==> src/rtl/coin_acceptor.sv <==
// Coin-slot front end: synchronises and debounces the Rs1/Rs2 sensors,
// classifies each insertion, queues accepted coins in a small FIFO and
// hands them downstream as single-cycle coin codes separated by idle cycles.
module coin_acceptor #(
    parameter int DEBOUNCE   = 3,
    parameter int JAM_CYCLES = 64,
    parameter int FIFO_DEPTH = 4
) (
    input  logic                          clk,
    input  logic                          rst,
    input  logic                          sens_1,
    input  logic                          sens_2,
    input  logic                          accept_en,
    output logic [1:0]                    coin,
    output logic                          reject,
    output logic                          jam,
    output logic [$clog2(FIFO_DEPTH):0]   pending
);

    localparam int CNT_MAX = (JAM_CYCLES > DEBOUNCE) ? JAM_CYCLES : DEBOUNCE;
    localparam int CNT_W   = $clog2(CNT_MAX + 1);
    localparam int PTR_W   = $clog2(FIFO_DEPTH);
    localparam int OCC_W   = PTR_W + 1;

    typedef enum logic [1:0] {IDLE, SETTLE, RELEASE, JAM} state_t;

    // Saturating increment: the debounce/jam counter must never wrap back to 0.
    function automatic logic [CNT_W-1:0] sat_inc(input logic [CNT_W-1:0] v);
        return (v == CNT_W'(CNT_MAX)) ? v : v + CNT_W'(1);
    endfunction

    logic [1:0]       s1_sync_q, s2_sync_q;
    logic [1:0]       p;
    state_t           state_q, state_d;
    logic [1:0]       pat_q, pat_d;
    logic [CNT_W-1:0] cnt_q, cnt_d, cnt_inc;
    logic             classify;

    logic [1:0]       mem_q [FIFO_DEPTH];
    logic [PTR_W-1:0] wr_ptr_q, rd_ptr_q;
    logic [OCC_W-1:0] occ_q, occ_d;
    logic [1:0]       coin_q, coin_d;
    logic             reject_q, reject_d, jam_q;
    logic             full, pop, push_req, push;

    // Sensor pattern as seen after the two-flop synchronisers; bit1 = Rs2, bit0 = Rs1.
    assign p       = {s2_sync_q[1], s1_sync_q[1]};
    assign cnt_inc = sat_inc(cnt_q);

    assign coin    = coin_q;
    assign reject  = reject_q;
    assign jam     = jam_q;
    assign pending = occ_q;

    // Two-flop synchronisers for the asynchronous slot sensors.
    always_ff @(posedge clk or posedge rst) begin
        if (rst) begin
            s1_sync_q <= 2'b00;
            s2_sync_q <= 2'b00;
        end else begin
            s1_sync_q <= {s1_sync_q[0], sens_1};
            s2_sync_q <= {s2_sync_q[0], sens_2};
        end
    end

    // Insertion FSM: debounce a stable pattern, classify once, then watch for a stuck sensor.
    always_comb begin
        state_d  = state_q;
        pat_d    = pat_q;
        cnt_d    = cnt_q;
        classify = 1'b0;
        unique case (state_q)
            IDLE: begin
                if (p != 2'b00) begin
                    state_d = SETTLE;
                    pat_d   = p;
                    cnt_d   = CNT_W'(1);
                end
            end
            SETTLE: begin
                if (p == 2'b00) begin
                    state_d = IDLE;
                    cnt_d   = '0;
                end else if (p != pat_q) begin
                    pat_d = p;
                    cnt_d = CNT_W'(1);
                end else if (cnt_inc >= CNT_W'(DEBOUNCE)) begin
                    classify = 1'b1;
                    state_d  = RELEASE;
                    // Restart so the jam window counts clocks after acceptance.
                    cnt_d    = '0;
                end else begin
                    cnt_d = cnt_inc;
                end
            end
            RELEASE: begin
                if (p == 2'b00) begin
                    state_d = IDLE;
                    cnt_d   = '0;
                end else begin
                    cnt_d = cnt_inc;
                    if (cnt_inc >= CNT_W'(JAM_CYCLES)) begin
                        state_d = JAM;
                    end
                end
            end
            JAM: begin
                if (p == 2'b00) begin
                    state_d = IDLE;
                    cnt_d   = '0;
                end
            end
            default: begin
                state_d = IDLE;
                cnt_d   = '0;
            end
        endcase
    end

    // FSM state, latched pattern and counter.
    always_ff @(posedge clk or posedge rst) begin
        if (rst) begin
            state_q <= IDLE;
            pat_q   <= 2'b00;
            cnt_q   <= '0;
        end else begin
            state_q <= state_d;
            pat_q   <= pat_d;
            cnt_q   <= cnt_d;
        end
    end

    // Queue control: pop frees a slot on the same edge, so a full queue still takes a push.
    always_comb begin
        push_req = classify && (pat_q != 2'b11);
        full     = (occ_q == OCC_W'(FIFO_DEPTH));
        pop      = accept_en && (occ_q != '0) && (coin_q == 2'd0);
        push     = push_req && (!full || pop);
        reject_d = classify && ((pat_q == 2'b11) || (push_req && !push));
        // The pattern code 01/10 is already the downstream coin code 1/2.
        coin_d   = pop ? mem_q[rd_ptr_q] : 2'd0;
        occ_d    = occ_q + OCC_W'(push) - OCC_W'(pop);
    end

    // Queue pointers, occupancy and the registered output pulses.
    always_ff @(posedge clk or posedge rst) begin
        if (rst) begin
            wr_ptr_q <= '0;
            rd_ptr_q <= '0;
            occ_q    <= '0;
            coin_q   <= 2'd0;
            reject_q <= 1'b0;
            jam_q    <= 1'b0;
        end else begin
            if (push) wr_ptr_q <= wr_ptr_q + PTR_W'(1);
            if (pop)  rd_ptr_q <= rd_ptr_q + PTR_W'(1);
            occ_q    <= occ_d;
            coin_q   <= coin_d;
            reject_q <= reject_d;
            jam_q    <= (state_d == JAM);
        end
    end

    // Queue storage; contents are only meaningful below the occupancy count.
    always_ff @(posedge clk) begin
        if (push) mem_q[wr_ptr_q] <= pat_q;
    end

endmodule
==> config.mk <==
export PLATFORM = sky130hd
export DESIGN_NAME = coin_acceptor
export DESIGN_NICKNAME = d
export VERILOG_FILES = /design/src/rtl/coin_acceptor.sv
export SDC_FILE = /design/constraint.sdc
export NUM_CORES = 1
export LEC_CHECK = 0
export BUFFER_PORTS_ARGS = -buffer_cell sky130_fd_sc_hd__buf_4
export CAP_MARGIN = 20
export CORE_ASPECT_RATIO = 0.9
export CORE_MARGIN = 3
export CORE_UTILIZATION = 55
export CTS_BUF_LIST = sky130_fd_sc_hd__clkbuf_8
export DETAILED_ROUTE_END_ITERATION = 7
export PLACE_DENSITY_LB_ADDON = 0.08
export SYNTH_ARGS = -nofsm -noshare
export SYNTH_HDL_FRONTEND = slang
export SYNTH_SLANG_ARGS = --single-unit
==> constraint.sdc <==
create_clock -name clk -period 3.44 [get_ports clk]
set_input_delay 0.688 -clock clk [delete_from_list [all_inputs] [get_ports clk]]
set_output_delay 0.688 -clock clk [all_outputs]
set_load 0.01 [all_outputs]
# After elaboration in Yosys (flattened, before gate mapping)
# Memories as Yosys holds them, arrays and structs flattened.
# Index checks and enable logic that the tools add are counted.
[totals] regBits=26 n_memories=1 ramBits=8 out_inout_bits=7
[op_classes] n_reduce_logical=18 n_addsub=5 n_mux=27 n_eq_ne=13 order_cmp=2
[memory_table] name="mem_q" words=4 width=2 rd=1 rd_ports_with_merged_regs=0 wr=1 line_no="39" source="logic [1:0] mem_q [FIFO_DEPTH];"
[ops] operator="7-bit two-way mux" count=7
[ops] operator="7-bit one-hot mux with 4 select lines" count=1
[ops] operator="2-bit two-way mux" count=11
[ops] operator="2-bit != test (second input constant)" count=5
[ops] operator="2-bit equality test (second input constant)" count=4
[ops] operator="2-bit one-hot mux with 4 select lines" count=1
[ops] operator="7-bit by 1-bit adder with 7-bit output (second input constant)" count=1
[ops] operator="7-bit equality test (second input constant)" count=1
[ops] operator="7-bit by 2-bit greater-or-equal comparator with 1-bit output (second input constant)" count=1
[ops] operator="7-bit greater-or-equal comparator (second input constant)" count=1
[ops] operator="1-bit logical AND" count=6
[ops] operator="2-bit zero test" count=3
[ops] operator="1-bit two-way mux" count=6
[ops] operator="2-bit by 1-bit adder with 2-bit output (second input constant)" count=2
[ops] operator="2-bit one-hot mux with 2 select lines" count=1
[ops] operator="4-bit AND reduction" count=1
[ops] operator="2-bit nonzero test" count=2
[ops] operator="3-bit by 1-bit adder with 3-bit output" count=1
[ops] operator="3-bit equality test (second input constant)" count=1
[ops] operator="3-bit nonzero test" count=1
[ops] operator="3-bit by 1-bit subtractor with 3-bit output" count=1
[ops] operator="2-bit by 1-bit equality test with 1-bit output (second input constant)" count=1
[ops] operator="1-bit zero test" count=2
[ops] operator="1-bit logical OR" count=2
[ops] operator="other kinds (2)" count=2

# Depth between registers and ports, before layout
# Gate-level depths: netlist of run 1.
[depth] ltp_word=13 mapped_depth=12 mapped_depth_nobuf=12

# Least setup slack after synthesis of run 1
# No wires, ideal clock.
[synth_path] path_type="in2reg" start="in accept_en" end="reg occ_q[2], in the netlist pending[2]" path_buffers=0 setup_slack_ps=401 arrival_time_ps=2916 required_ps=3317 cell_stages=10 path_cell_list="or3b_1 > a32oi_1 > or4b_1 > nor2_4 > inv_1 > ha_1 > inv_1 > ha_1 > fa_1 > xnor2_1"
[synth_via] elab_chain_len=6
[synth_lines] element="start: declaration" line_no="13" source="input logic accept_en,"
[synth_lines] element="1-bit logical AND * (2 in series)" line_no="137" source="pop = accept_en && (occ_q != '0) && (coin_q == 2'd0);"
[synth_lines] element="1-bit logical OR" line_no="138" source="push = push_req && (!full || pop);"
[synth_lines] element="1-bit logical AND" line_no="138"
[synth_lines] element="3-bit by 1-bit adder with 3-bit output" line_no="142" source="occ_d = occ_q + OCC_W'(push) - OCC_W'(pop);"
[synth_lines] element="3-bit by 1-bit subtractor with 3-bit output *" line_no="142"
[synth_lines] element="named net occ_d[2]" line_no="41" source="logic [OCC_W-1:0] occ_q, occ_d;"
[synth_lines] element="end signal: assignment" line_no="150" source="occ_q <= '0;"
[synth_lines] element="end signal: assignment" line_no="157" source="occ_q <= occ_d;"
[synth_lines] element="end: declaration" line_no="41"
# The timed path passes the listed nets; every way through them passes the cells marked *.
# A chain may end at the register's enable or synchronous reset.

# Worst setup path in the final report of run 1
[layout_path] start="reg cnt_q[0]" end="reg occ_q[2], in the netlist pending[2]"
[layout_via] elab_chain_len=11 elab_cells_between_ends=12 cone_classes="3 x add/sub; 1 x order compare; 1 x eq/ne; 5 x mux; 2 x reduce/logical"
[layout_lines] element="start: declaration" line_no="36" source="logic [CNT_W-1:0] cnt_q, cnt_d, cnt_inc;"
[layout_lines] element="start signal: assignment" line_no="129" source="cnt_q <= cnt_d;"
[layout_lines] element="7-bit by 1-bit adder with 7-bit output / 7-bit equality test (equally long branches)" line_no="29" source="return (v == CNT_W'(CNT_MAX)) ? v : v + CNT_W'(1);"
[layout_lines] element="7-bit two-way mux *" line_no="29"
[layout_lines] element="7-bit by 2-bit greater-or-equal comparator with 1-bit output *" line_no="87" source="end else if (cnt_inc >= CNT_W'(DEBOUNCE)) begin"
[layout_lines] element="1-bit two-way mux *" line_no="87"
[layout_lines] element="1-bit two-way mux *" line_no="84" source="end else if (p != pat_q) begin"
[layout_lines] element="1-bit two-way mux *" line_no="81" source="if (p == 2'b00) begin"
[layout_lines] element="1-bit two-way mux *" line_no="72" source="unique case (state_q)"
[layout_lines] element="1-bit logical AND *" line_no="135" source="push_req = classify && (pat_q != 2'b11);"
[layout_lines] element="1-bit logical AND *" line_no="138"
[layout_lines] element="3-bit by 1-bit adder with 3-bit output *" line_no="142"
[layout_lines] element="3-bit by 1-bit subtractor with 3-bit output *" line_no="142"
[layout_lines] element="named net occ_d[2]" line_no="41"
# Marked as above.

==> summary.md, run 1 <==
| Metric | Value |
|---|---|
| Vias | `1198` |
| Crit end category | `register` |
| Critical Path Start Type | `register` |
| Syn Area/Cell | `11.1 um2` |
| Initial antenna violation count | `0` |
| Cell count after synthesis | `159` |
| # diodes | `0` |
| Pin count of the biggest net entering global routing | `27` |
| Yosys warns | `0` |
| GPL Wtd Cong | `0.836` |
| Power density cells | `736 nW/um2` |
| Maximum vdd drop | `0.000363 V` |
| Net Count, Synth | `174` |
| Post-Syn Area | `1770 um2` |
| Layout fillers | `223` |
| Overflow after GRT | `0` |
| CTS tree | `done` |
| Reg area | `891 um2` |
| Worst path slowest cell | `a2111oi_4` |
| Worst-Margin Slew | `0.938 ns` |
| Die Width | `65.8 um` |
| First-pass GRT wire length | `5180 um` |
| Max clock buf depth | `2` |
| Power share of the combinational group | `0.371` |
| Register area share after synthesis | `0.503` |
| Crit share post-route | `0.858` |
| Fin. Hold Viols | `0` |
| Sw Pwr | `0.529 mW` |
| Flops & latches, synth | `34` |
| Inserted Clock Buffers | `5` |
| IO Pins | `12` |
| Initial core utilization | `0.610` |
| Port Buf Inserts | `11` |
| Netlist cell types | `43` |
| Via density | `5.65` |
| Max cap viols | `0` |
| Critical path required time | `3.59 ns` |
| FMAX | `339 MHz` |
| Clk sinks | `34` |
| Slew margin rel. | `0.374` |
| Layout cells sized above 1 | `0.151` |
| Met3 usage | `0.0583` |
| PostCTS Resize Cnt | `0` |
| Reg power frac | `0.455` |
| Area of the multi-input gates | `811 um2` |
| Worst skew pair latency | `0.27 ns` |
| Rows | `18` |
| Post-CTS Setup Inserts | `0` |
| Die height | `59.8 um` |
| Slew Limit Fails | `0` |
| Root buffer cell | `clkbuf_8` |
| DRC violations left | `0` |
| Worst-path fanout max | `7` |
| CTS H-tree depth | `2` |
| Clock power frac | `0.175` |
| WL final | `2970 um` |
| Vias in the first global route | `1129` |
| Setup Skew | `0.00401 ns` |
| Area delta synth->final | `11.0%` |
| Status | `completed` |
| Final nets | `187` |
| Crit Path Class | `reg -> reg` |
| Remaining antenna violation count | `0` |
| Switching Share | `0.365` |
| P_int | `0.919 mW` |
| Die area | `3940 um2` |
| Met2 Use GR | `0.271` |
| Core Area | `2910 um2` |
| RSZ-0062 raised after global routing | `no` |
| Pwr Total | `1.45 mW` |
| GRT Total Usage | `0.179` |
| Met1 Usage GRT | `0.244` |
| CTS Hold Buffers Added | `0` |
| Worst Path Arrival | `3.10 ns` |
| DR WL/cell | `14.0 um` |
| CP cell instances | `inv_1 > ha_1 > a211o_1 > a2111oi_4 > nor2_4 > inv_1 > ha_1 > inv_1 > ha_1 > fa_1 > xnor2_1` |
| Violation count after the first detailed-route iteration | `103` |
| Crit-path max cell delay | `0.54 ns` |
| Pre-CTS setup slack | `0.287 ns` |
| CTS clk-pin slew, worst paths | `0.06 ns` |
| Detailed Place HPWL | `2170 um` |
| Hold WC Path Type | `reg -> reg` |
| Final WS setup | `0.487 ns` |
| Pleak | `0.869 nW` |
| Detailed Routing Iterations Pass 1 | `4` |
| GRT busiest layer | `met2` |
| Final setup TNS | `0 ns` |
| # setup viols final | `0` |
| Min cycle time layout | `2.95 ns` |
==> power by group through the flow <==
stage	registers, mW	clock network (mW)	logic [mW]
3_3_place_gp	0.656	0	0.507
3_5_place_dp	0.665	0	0.533
2_1_floorplan	0.626	0	0.406
4_1_cts	0.657	0.262	0.541
5_1_grt	0.680	0.287	0.605
6_report	0.658	0.253	0.536
==> kinds of logic (layout without fill, tap and decap cells) <==
family | after synthesis | count (layout) | share of synthesized area
adder cells (fa/ha/maj) | 10 | 10 | 0.0749
AND/OR/NAND/NOR | 53 | 53 | 0.169
flip-flops | 34 | 34 | 0.503
AO/OA/AOI/OAI | 29 | 29 | 0.120
buffers and inverters | 18 | 31 | 0.0395
XOR/XNOR | 12 | 12 | 0.0593
multiplexers | 3 | 3 | 0.0339
==> stage by stage <==
step                area, um2  instances  hold WS (ns)  utilization
CTS                      1970        212         0.357        0.677
detailed placement       1890        205         0.343        0.651
finish                   1970        212         0.354        0.677
global placement         1890        205         0.340        0.651
global route             1970        212         0.371        0.677
floorplan                1770        159         0.331            -
==> cell usage in the layout, fill, tap and decap left out, drive strengths merged, types with 7 or more instances in the layout <==
cell type and instances:
inv 13, edfxtp 8, dfrtp 26, and2 7, nand2 9, ha 9, nor3 8, xnor2 8
buf 13, nor2 11
==> synthesized netlist by cell type (all sizes together) <==
library cell / instances / area share
dfrtp: 26 / 0.37
inv: 11 / 0.023
nor2: 11 / 0.028
ha: 9 / 0.064
nand2: 9 / 0.019
edfxtp: 8 / 0.14
nor3: 8 / 0.025
xnor2: 8 / 0.040
and2: 7 / 0.025
a21oi: 6 / 0.017
o21ai: 6 / 0.017
clkbuf: 5 / 0.011
nand3: 4 / 0.011
xor2: 4 / 0.020
nand4: 3 / 0.011
o211ai: 3 / 0.013
a211o: 2 / 0.0099
a22oi: 2 / 0.0085
a31oi: 2 / 0.0071
buf: 2 / 0.0056
mux4: 2 / 0.025
nand2b: 2 / 0.0071
a2111oi: 1 / 0.016
a211oi: 1 / 0.0042
a32oi: 1 / 0.0049
and3: 1 / 0.0035
and4: 1 / 0.0064
fa: 1 / 0.011
mux2: 1 / 0.0085
nand4bb: 1 / 0.0064
nor4: 1 / 0.0035
nor4bb: 1 / 0.0056
o211a: 1 / 0.0056
o22a: 1 / 0.0049
o22ai: 1 / 0.0035
o311ai: 1 / 0.0049
o31ai: 1 / 0.0042
or2: 1 / 0.0035
or3b: 1 / 0.0049
or4: 1 / 0.0042
or4b: 1 / 0.0056
==> routing by layer <==
layer / wire, um / share of wire / vias up
met3: 150 / 0.051 / 4
met4: 27 / 0.0091 / 0
met2: 1330 / 0.45 / 29
met1: 1460 / 0.49 / 576
met5: 0 / 0 / -
li1: - / - / 589
==> critical path, delay by kind of cell (launching register included) <==
kind	cells	cell delay (ns)
AO/OA/AOI/OAI	2	0.89
XOR/XNOR	1	0.14
flip-flops	1	0.47
AND/OR/NAND/NOR	1	0.07
adder cells (fa/ha/maj)	4	1.03
buffers and inverters	3	0.24
==> registers in the layout, indices dropped and copies added, names as in the netlist, 2 cells and up <==
register	count
s1_sync_q	2
rd_ptr_q	2
coin	2
mem_q	8
state_q	2
wr_ptr_q	2
pending	3
s2_sync_q	2
cnt_q	7
pat_q	2
==> cell type report <==
class | count | area share
multi-input combinational | 107 | 0.412
clock buffer | 5 | 0.0350
tap | 40 | 0.0254
inverter | 11 | 0.0210
timing repair buffer | 13 | 0.0496
clock inverter | 2 | 0.00382
sequential | 34 | 0.453
==> worst paths after layout <==
path / from / endpoint / slack [ns] / cells past startpoint
worst max-delay path: cnt_q[0] / pending[2] / 0.49 / 11
worst min-delay path: s2_sync_q[0] / s2_sync_q[1] / 0.35 / 0
min in group asynchronous: rst / pat_q[1] / 0.64 / 2
max in group asynchronous: rst / wr_ptr_q[0] / 2.23 / 2
worst min register to register: s2_sync_q[0] / s2_sync_q[1] / 0.35 / 0
worst max register to register: cnt_q[0] / pending[2] / 0.49 / 11
(Power assumes the default switching activity.)
==> run 2, diff against run 1 <==
--- a/config.mk
+++ b/config.mk
@@ -13,6 +13,7 @@
 export CTS_BUF_LIST = sky130_fd_sc_hd__clkbuf_8
 export DETAILED_ROUTE_END_ITERATION = 7
 export PLACE_DENSITY_LB_ADDON = 0.08
+export RECOVER_POWER = 100
 export SYNTH_ARGS = -nofsm -noshare
 export SYNTH_HDL_FRONTEND = slang
 export SYNTH_SLANG_ARGS = --single-unit
==> constraint.sdc (replaced) <==
create_clock -name clk -period 3.2 [get_ports clk]
set_input_delay 0.64 -clock clk [delete_from_list [all_inputs] [get_ports clk]]
set_output_delay 0.64 -clock clk [all_outputs]
set_load 0.01 [all_outputs]
==> run 2 against run 1 <==
  * Largest cell class unchanged
  * Die area did not move
  * Flip-flop and latch count is the same
  * Via count up 5.4%
  * First-iteration DRC count is 21% higher
  * Design area down 1.0%
  * Worst hold slack worse by 0.0042 ns
  * Global-route usage rose by 2.3 points
  * Non-clock buffer count rose by 1
==> summary.md, run 2 (same netlist as run 1, synthesis figures left out) <==
| Metric | Value |
|---|---|
| Status | `completed` |
| Commonest non-fill, non-tap cell in the layout | `dfrtp_1` |
| WL final | `3350 um` |
| CTS tree | `done` |
| Worst skew pair latency | `0.28 ns` |
| Crit Path Class | `reg -> reg` |
| RSZ-0062 raised after global routing | `no` |
| Overflow after GRT | `0` |
| CTS clk-pin slew, worst paths | `0.07 ns` |
| Final nets | `188` |
| Worst-path fanout max | `7` |
| Inserted Clock Buffers | `5` |
| Post-CTS Setup Inserts | `0` |
| Layout fillers | `228` |
| PostCTS Resize Cnt | `0` |
| GRT Total Usage | `0.202` |
| # setup viols final | `0` |
| Hold path cells | `0` |
| Internal reg-to-reg setup slack | `0.21 ns` |
| Initial core utilization | `0.610` |
| Largest Register | `mem_q` |
| Max FFs per register | `8` |
| Initial antenna violation count | `0` |
| P_int | `0.986 mW` |
| Commonest non-fill, non-tap cells in the layout | `dfrtp_1, inv_1, nor2_1` |
| Detailed Routing Iterations Pass 1 | `4` |
| DRC violations left | `0` |
| Port Buf Inserts | `11` |
| Critical Path Start Type | `register` |
| Vias in the first global route | `1278` |
| Slew Limit Fails | `0` |
| Detailed Place HPWL | `2350 um` |
| Rows | `18` |
| Die area | `3940 um2` |
| Worst Path Arrival | `3.15 ns` |
| Layout cells sized above 1 | `0.103` |
| Reg power frac | `0.434` |
| Root buffer cell | `clkbuf_8` |
| Clk sinks | `34` |
| Power density cells | `818 nW/um2` |
| CTS Hold Buffers Added | `0` |
| FMAX | `334 MHz` |
| Violation count after the first detailed-route iteration | `125` |
| IO Pins | `12` |
| Die height | `59.8 um` |
| Core Area | `2910 um2` |
| Max clock buf depth | `2` |
| Fin Hold WS | `0.350 ns` |
| Vias | `1263` |
| Critical path required time | `3.35 ns` |
| Maximum vdd drop | `0.000402 V` |
| Pin count of the biggest net entering global routing | `27` |
| Power share of the combinational group | `0.368` |
| Die Width | `65.8 um` |
| Min cycle time layout | `2.99 ns` |
| Area delta synth->final | `9.89%` |
| Remaining antenna violation count | `0` |
| Crit end category | `register` |
| Pleak | `0.830 nW` |
| Hold WC Path Type | `reg -> reg` |
| Final setup TNS | `0 ns` |
| GPL Wtd Cong | `0.807` |
| First-pass GRT wire length | `5780 um` |
| Via density | `5.90` |
| Crit share post-route | `0.936` |
| Reg2reg path depth | `10` |
| Setup Skew | `0.00498 ns` |
| Sw Pwr | `0.606 mW` |
| Slew margin rel. | `0.372` |
| DR WL/cell | `15.6 um` |
| Switching Share | `0.381` |
| # diodes | `0` |
| Fin. Hold Viols | `0` |
| CTS H-tree depth | `2` |
| Worst-Margin Slew | `0.942 ns` |
| Clock power frac | `0.198` |
| Max cap viols | `0` |
## run 2: cell types whose count changed in the layout (fill, tap and decap cells not counted), moves of 3 or more
cell | previous run | this run
and2_0 | 0 | 6
and2_1 | 7 | 1
buf_4 | 13 | 2
clkbuf_1 | 0 | 9
clkbuf_4 | 0 | 3
## run 2: power groups by stage
stage	Combinational [mW]	Clock, mW	Sequential [mW]
floorplan	0.436	0	0.672
detailed placement	0.611	0	0.697
global placement	0.572	0	0.688
finish	0.586	0.316	0.690
CTS	0.624	0.327	0.689
global route	0.654	0.349	0.710
## run 2: path summary, 6_finish.rpt
check,endpoint,from
min,s2_sync_q[1],s2_sync_q[0]
min in group asynchronous,state_q[1],rst
min reg2reg,s2_sync_q[1],s2_sync_q[0]
max,pending[1],cnt_q[0]
max in group asynchronous,wr_ptr_q[1],rst
max reg2reg,pending[1],cnt_q[0]
## run 2: metal layers
layer  vias up  share of wire  track usage
li1        590              -            -
met1       613           0.44        0.255
met2        53           0.46        0.313
met3         7          0.082       0.0789
met4         0          0.013       0.0828
met5         -              0            0
## run 2: layout make-up
type | count | area, um2 | share of cell area
Clock buffer | 6 | 82.6 | 0.0424
Clock inverter | 2 | 8.76 | 0.00450
Inverter | 11 | 41.3 | 0.0212
Multi-Input combinational cell | 107 | 802 | 0.412
Sequential cell | 34 | 891 | 0.458
Tap cell | 40 | 50.0 | 0.0257
Timing Repair Buffer | 14 | 71.3 | 0.0366
## run 2: per-stage QoR
| step | instances | power (mW) | setup slack [ns] | utilization | area, um2 |
|---|---|---|---|---|---|
| after floorplan | 159 | 1.11 | 0.209 | - | 1770 |
| after global placement | 206 | 1.26 | 0.141 | 0.653 | 1900 |
| after detailed placement | 206 | 1.31 | 0.0625 | 0.653 | 1900 |
| after CTS | 214 | 1.64 | 0.217 | 0.685 | 1990 |
| after global routing | 214 | 1.71 | 0.0575 | 0.670 | 1950 |
| final | 214 | 1.59 | 0.206 | 0.670 | 1950 |
## run 2: critical path, cell delays in order, from the launching register on
cell	delay (ns)
dfrtp_1	0.49
inv_1	0.14
ha_1	0.35
a211o_1	0.35
a2111oi_4	0.52
nor2_4	0.07
inv_1	0.07
ha_1	0.22
inv_1	0.07
ha_1	0.16
fa_1	0.42
